File: src/rtl/mem_bus_arbiter_pkg.sv
// rtl/mem_bus_arbiter_pkg.sv - shared encodings and defaults for the SRAM bus arbiter
package mem_bus_arbiter_pkg;

    typedef enum logic [1:0] {
        ST_IDLE = 2'd0,
        ST_BUSY = 2'd1,
        ST_DONE = 2'd2
    } state_t;

    typedef enum logic {
        OWN_IF  = 1'b0,
        OWN_MEM = 1'b1
    } owner_t;

    localparam int DEFAULT_WAIT_CYCLES    = 2;
    localparam int DEFAULT_ADDR_W         = 20;
    localparam int DEFAULT_MEM_STREAK_MAX = 4;

    // Byte address to word index; the caller keeps as many low bits as the SRAM needs.
    function automatic logic [31:0] word_of(input logic [31:0] byte_addr);
        return byte_addr >> 2;
    endfunction

endpackage

File: src/rtl/mem_bus_arbiter.sv
// rtl/mem_bus_arbiter.sv - shares one single-ported SRAM between instruction fetch and the MEM stage
module mem_bus_arbiter
    import mem_bus_arbiter_pkg::*;
#(
    parameter int WAIT_CYCLES    = DEFAULT_WAIT_CYCLES,
    parameter int ADDR_W         = DEFAULT_ADDR_W,
    parameter int MEM_STREAK_MAX = DEFAULT_MEM_STREAK_MAX
) (
    input  logic              clk,
    input  logic              rst,
    input  logic              if_req,
    input  logic [31:0]       if_addr,
    output logic              if_done,
    output logic [31:0]       if_rdata,
    input  logic              mem_req,
    input  logic              mem_we,
    input  logic [3:0]        mem_be,
    input  logic [31:0]       mem_addr,
    input  logic [31:0]       mem_wdata,
    output logic              mem_done,
    output logic [31:0]       mem_rdata,
    output logic              stall_if,
    output logic              stall_mem,
    output logic              sram_en,
    output logic              sram_we,
    output logic [3:0]        sram_be,
    output logic [ADDR_W-1:0] sram_addr,
    output logic [31:0]       sram_wdata,
    input  logic [31:0]       sram_rdata
);

    // cnt only has to hold WAIT_CYCLES-1; keep at least one bit for WAIT_CYCLES == 1.
    localparam int CNT_W    = (WAIT_CYCLES > 1) ? $clog2(WAIT_CYCLES) : 1;
    localparam int STREAK_W = $clog2(MEM_STREAK_MAX + 1);
    localparam logic [CNT_W-1:0]    CNT_LOAD   = CNT_W'(WAIT_CYCLES - 1);
    localparam logic [STREAK_W-1:0] STREAK_SAT = STREAK_W'(MEM_STREAK_MAX);

    state_t              state;
    owner_t              owner;
    logic [CNT_W-1:0]    cnt;
    logic [STREAK_W-1:0] streak;
    logic [31:0]         rdata_q;

    logic [31:0] if_word;
    logic [31:0] mem_word;
    logic        grant_if;
    logic        grant_mem;
    logic        unused_addr_bits;

    assign if_word  = word_of(if_addr);
    assign mem_word = word_of(mem_addr);

    // Byte-lane bits and address bits above the SRAM window are intentionally dropped.
    assign unused_addr_bits = ^{if_word, mem_word};

    assign if_rdata  = rdata_q;
    assign mem_rdata = rdata_q;

    // A side stalls while it is asking and its access has not yet completed.
    assign stall_if  = if_req & ~if_done;
    assign stall_mem = mem_req & ~mem_done;

    // Arbitration in IDLE: MEM wins unless IF has already been passed over MEM_STREAK_MAX times.
    always_comb begin
        grant_if  = 1'b0;
        grant_mem = 1'b0;
        if (state == ST_IDLE) begin
            if (mem_req && !(if_req && (streak == STREAK_SAT))) begin
                grant_mem = 1'b1;
            end else if (if_req) begin
                grant_if = 1'b1;
            end
        end
    end

    // Transaction sequencer: grant, hold the SRAM pins for WAIT_CYCLES, then pulse the owner's done.
    always_ff @(posedge clk) begin
        if (rst) begin
            state      <= ST_IDLE;
            owner      <= OWN_IF;
            cnt        <= '0;
            streak     <= '0;
            rdata_q    <= '0;
            if_done    <= 1'b0;
            mem_done   <= 1'b0;
            sram_en    <= 1'b0;
            sram_we    <= 1'b0;
            sram_be    <= '0;
            sram_addr  <= '0;
            sram_wdata <= '0;
        end else begin
            if_done  <= 1'b0;
            mem_done <= 1'b0;
            case (state)
                ST_IDLE: begin
                    if (grant_mem) begin
                        state      <= ST_BUSY;
                        owner      <= OWN_MEM;
                        cnt        <= CNT_LOAD;
                        sram_en    <= 1'b1;
                        sram_we    <= mem_we;
                        sram_be    <= mem_be;
                        sram_addr  <= mem_word[ADDR_W-1:0];
                        sram_wdata <= mem_wdata;
                        if (!if_req) begin
                            streak <= '0;
                        end else if (streak != STREAK_SAT) begin
                            streak <= streak + 1'b1;
                        end
                    end else if (grant_if) begin
                        state     <= ST_BUSY;
                        owner     <= OWN_IF;
                        cnt       <= CNT_LOAD;
                        sram_en   <= 1'b1;
                        sram_we   <= 1'b0;
                        sram_be   <= 4'b1111;
                        sram_addr <= if_word[ADDR_W-1:0];
                        streak    <= '0;
                    end
                end
                ST_BUSY: begin
                    if (cnt != '0) begin
                        cnt <= cnt - 1'b1;
                    end else begin
                        // sram_we still tells us whether this access was a read.
                        if (!sram_we) begin
                            rdata_q <= sram_rdata;
                        end
                        sram_en <= 1'b0;
                        sram_we <= 1'b0;
                        state   <= ST_DONE;
                        if (owner == OWN_MEM) begin
                            mem_done <= 1'b1;
                        end else begin
                            if_done <= 1'b1;
                        end
                    end
                end
                ST_DONE: begin
                    state <= ST_IDLE;
                end
                default: begin
                    state <= ST_IDLE;
                end
            endcase
        end
    end

endmodule

File: config.mk
export PLATFORM = sky130hd
export DESIGN_NAME = mem_bus_arbiter
export DESIGN_NICKNAME = d
export VERILOG_FILES = /design/src/rtl/mem_bus_arbiter_pkg.sv /design/src/rtl/mem_bus_arbiter.sv
export SDC_FILE = /design/constraint.sdc
export NUM_CORES = 1
export LEC_CHECK = 0
export ABC_CLOCK_PERIOD_IN_PS = 1540
export BUFFER_PORTS_ARGS = -buffer_cell sky130_fd_sc_hd__buf_2
export CAP_MARGIN = 20
export CORE_MARGIN = 4
export CORE_UTILIZATION = 38
export DETAILED_ROUTE_END_ITERATION = 8
export PLACE_DENSITY = 0.85
export SYNTH_ARGS = -nofsm -noshare
export SYNTH_HDL_FRONTEND = slang
export SYNTH_SLANG_ARGS = --single-unit
File: constraint.sdc
create_clock -name clk -period 1.54 [get_ports clk]
set_input_delay 0.462 -clock clk [delete_from_list [all_inputs] [get_ports clk]]
set_output_delay 0.462 -clock clk [all_outputs]
set_load 0.02 [all_outputs]
==> results_tabular.tex <==
\begin{tabular}{lr}
\hline
Metric & Value \\
\hline
\multicolumn{2}{l}{\textbf{Outcome}} \\
\quad Run status & finished, final reports clean \\
\multicolumn{2}{l}{\textbf{Critical path}} \\
\quad CP Capture Type & flop \\
\quad Arr. time, crit path & about 1.8 ns \\
\quad Setup Crit Path Kind & reg -> reg \\
\quad Top delay family on crit path & simple AND/OR/NAND/NOR gates \\
\quad Count of buffer and inverter cells on the critical path & 2 \\
\quad Setup slack, reg-to-reg & 0.07 ns \\
\quad Required time of the critical path & 1.83 ns \\
\quad Slowest cell on crit path & sky130\_fd\_sc\_hd\_\_dfxtp\_1 \\
\quad Crit Path Max Fanout & 19 \\
\quad Delay of the slowest cell on the worst path & around 0.36 ns \\
\quad Startpoint type of the worst setup path & flop \\
\quad Cell-by-cell listing of the critical path & buf\_4 > or2\_2 > nor2\_4 > buf\_12 > o221a\_2 \\
\multicolumn{2}{l}{\textbf{Floorplan}} \\
\quad Boundary Pins & approximately 260 \\
\quad Core Region & roughly 10000 sq um \\
\quad Site row count & 37 \\
\quad Total Die Area & between 10000 and 15000 sq um \\
\quad Initial core utilization & about two fifths \\
\quad Chip width & 112 um \\
\quad Die height & around 110 um \\
\multicolumn{2}{l}{\textbf{Synthesis}} \\
\quad Average footprint of a synthesized cell & slightly above 8 sq um \\
\quad Synthesized net count & $\sim$640 \\
\quad Synthesized netlist cell count & 502 \\
\quad Ys Warns & 0 \\
\quad Share of the yosys chip area belonging to registers & 48.1\% \\
\quad Area of the mapped netlist & roughly 4000 sq um \\
\quad Count of cell types in the netlist & 30 \\
\quad Post-synthesis sequential element count & slightly below 100 \\
\multicolumn{2}{l}{\textbf{Final layout}} \\
\quad Most frequent standard cell in the layout excluding fill and tap cells & sky130\_fd\_sc\_hd\_\_buf\_2 \\
\quad Area delta synth->final & 37.0\% \\
\quad Fraction of final layout cells with drive strength greater than 1 & 42.6\% \\
\quad Post-route design area & approximately 5600 sq um \\
\quad Fin nets & 839 \\
\quad Commonest non-fill, non-tap cells in the layout & sky130\_fd\_sc\_hd\_\_buf\_2 (238), sky130\_fd\_sc\_hd\_\_dfxtp\_1 (98), sky130\_fd\_sc\_hd\_\_a21oi\_1 (91), sky130\_fd\_sc\_hd\_\_nand2\_1 (66), sky130\_fd\_sc\_hd\_\_nand3\_1 (54) \\
\quad Number of inserted diodes & 0 \\
\quad Fin cells & 840 \\
\multicolumn{2}{l}{\textbf{Routing}} \\
\quad Iter 0 DRT Violations & between 300 and 400 \\
\quad Vias per Instance & around 5.2 \\
\quad Vias post-DR & between 4000 and 5000 \\
\quad Remaining antenna violation count after routing & 0 \\
\quad DRT Pass-1 Iters & 4 \\
\quad Detailed Route WL & 12700 um \\
\quad Average wire length per cell after detail routing & about 15 um \\
\quad Drt drc & 0 \\
\multicolumn{2}{l}{\textbf{STA}} \\
\quad Final setup fails & 0 \\
\quad Maximum clock frequency & around 0.68 GHz \\
\quad Post-Route Skew & 0.0127 ns \\
\quad Final Hold Vio Count & 0 \\
\quad Worst hold margin & about 0.34 ns \\
\quad Worst slew pin tran & a little over 0.4 ns \\
\quad RSZ-0062 raised after global routing & true \\
\quad Ratio of final minimum period to clock period & about 95\% \\
\quad Final worst setup slack & 0.0695 ns \\
\quad Fin. max-slew vios & 0 \\
\quad Worst rel slew slack & 72.3\% \\
\quad Post-layout min period & around 1.5 ns \\
\multicolumn{2}{l}{\textbf{Pwr}} \\
\quad Clock network fraction of design power & between 20\% and 30\% \\
\quad Combinational Power Share & between 20 and 30\% \\
\quad Tot Pwr & roughly 6.1 mW \\
\quad Internal & a little over 4 mW \\
\quad Leakage power summed over all cells & approximately 2.6 nW \\
\quad Highest ir drop seen on vdd & 0.579 mV \\
\quad P\_sw & 1.98 mW \\
\quad Switching part of the total & roughly a third \\
\quad Register share of total power & a little under half \\
\quad Power density over the cells & roughly 1100 nW/um\^{}2 \\
\multicolumn{2}{l}{\textbf{Placed design}} \\
\quad Placed cells & about 820 \\
\quad Worst setup slack after placement & -0.0819 ns \\
\quad Routability-driven placement congestion ratio & between 0.7 and 0.8 \\
\quad Placed Area & 5380 sq um \\
\quad Post-detail-place hpwl & 9320 um \\
\quad Number of port buffers & approximately 240 \\
\multicolumn{2}{l}{\textbf{Global route}} \\
\quad Initial antenna violation count & 0 \\
\quad Overall track demand over capacity in global routing & about a fifth \\
\quad Vias in the first global route & just over 4000 \\
\quad Congestion Overflow GR & 0 \\
\quad Maximum number of pins on one net before global-route repair & 47 \\
\quad Global-route wire length before repair & roughly 20000 um \\
\multicolumn{2}{l}{\textbf{Clock network}} \\
\quad Buffer type at the clock tree root & sky130\_fd\_sc\_hd\_\_clkbuf\_8 \\
\quad Cts-stage hold buffer count & 0 \\
\quad H-Tree Depth & 3 \\
\quad Total CTS buffers & 9 \\
\quad CTS tree & built \\
\quad Insertion delay of the later-clocked pin in the worst-skew pair & about 0.35 ns \\
\quad Register clock-pin slew on the reported worst setup and hold paths & $\sim$0.1 ns \\
\quad TritonCTS Sinks & a little under 100 \\
\quad Clock tree buffer depth & 2 \\
\multicolumn{2}{l}{\textbf{Flow run}} \\
\quad MaxCap Viol Count & 0 \\
\multicolumn{2}{l}{\textbf{Min path}} \\
\quad Tightest Hold Check Type & in -> reg \\
\hline
\end{tabular}
-- registers in the layout, indices dropped and copies added, names as in the netlist --
signal / count
cnt: 1
if_done: 1
if_rdata: 32
mem_done: 1
owner: 1
sram_addr: 20
sram_be: 4
sram_en: 1
sram_wdata: 32
sram_we: 1
state: 2
streak: 3
-- routing by layer --
metal  track usage, %  vias up  share of wire (%)
met3             5.12       22                8.4
met4             5.77        0                2.1
met2             33.5      183                 51
met5                0        -                  0
li1                 -     2128                  -
met1             22.4     2008                 39
-- metrics by stage --
| step | TNS (ns) | utilization [%] |
|---|---|---|
| final | 0 | 54.2 |
| after global routing | -0.0187 | 54.2 |
| after detailed placement | -2.50 | 51.7 |
| after global placement | -1.98 | 51.7 |
| after floorplan | 0 | - |
| after CTS | 0 | 53.5 |
-- worst min-delay path: stages --
cell and delay [ns]:
sky130_fd_sc_hd__buf_2 0.09, sky130_fd_sc_hd__nand2_1 0.04, sky130_fd_sc_hd__a21oi_1 0.05
-- synthesized netlist by cell type, drive strengths merged --
cell type,n,area (sq um)
dfxtp,99,1980
a21oi,91,455
nand2,67,251
o21ai,57,285
nand3,55,275
buf,52,340
clkbuf,27,103
a311oi,20,175
nor2,5,21.3
inv,4,15.0
o221a,4,45.0
nor2b,3,18.8
a31oi,2,12.5
ha,2,25.0
nand4,2,12.5
or2,2,12.5
or3b,2,17.5
and2,1,6.26
and3,1,6.26
nand3b,1,7.51
nor3,1,5.00
nor3b,1,12.5
nor4b,1,15.0
o211ai,1,7.51
or4b,1,10.0
-- layout make-up --
| type | count | area [sq um] |
|---|---|---|
| Clock buffer | 11 | 151 |
| Clock inverter | 4 | 33.8 |
| Fill cell | 1003 | 4780 |
| Inverter | 4 | 15.0 |
| Multi-Input combinational cell | 320 | 1740 |
| Sequential cell | 99 | 1980 |
| Tap cell | 136 | 170 |
| Timing Repair Buffer | 266 | 1550 |
-- kinds of logic after synthesis --
family	count (synthesis)	synth area share [%]
compound gates	175	23.8
fa+ha+maj	2	0.608
buf+inv	83	11.1
flops	99	48.1
simple gates	143	16.3
-- final timing paths --
path                                                 from  cells after the start                         to
worst max-delay path                state[0]$_SDFFE_PP0P_                      5    sram_be[3]$_SDFFE_PP0P_
worst min-delay path                       sram_rdata[27]                      3  if_rdata[27]$_SDFFE_PP0P_
worst max register to register      state[0]$_SDFFE_PP0P_                      5    sram_be[3]$_SDFFE_PP0P_
worst min register to register  if_rdata[18]$_SDFFE_PP0P_                      2  if_rdata[18]$_SDFFE_PP0P_
-- power by group through the flow --
| stage | clock (mW) | sequential [mW] | combinational [mW] |
|---|---|---|---|
| finish | 1.59 | 2.90 | 1.57 |
| global route | 1.77 | 2.94 | 1.70 |
| CTS | 1.65 | 2.90 | 1.54 |
| detailed placement | 0 | 2.96 | 1.54 |
| global placement | 0 | 2.95 | 1.52 |
| floorplan | 0 | 3.21 | 0.699 |
-- what timing repair did --
item	CTS	global route
setup endpoints to repair	0	56
setup buffers	0	1
gates resized for setup	0	19
hold endpoints to repair	0	0
No activity file was read; power rests on OpenSTA's default activity.
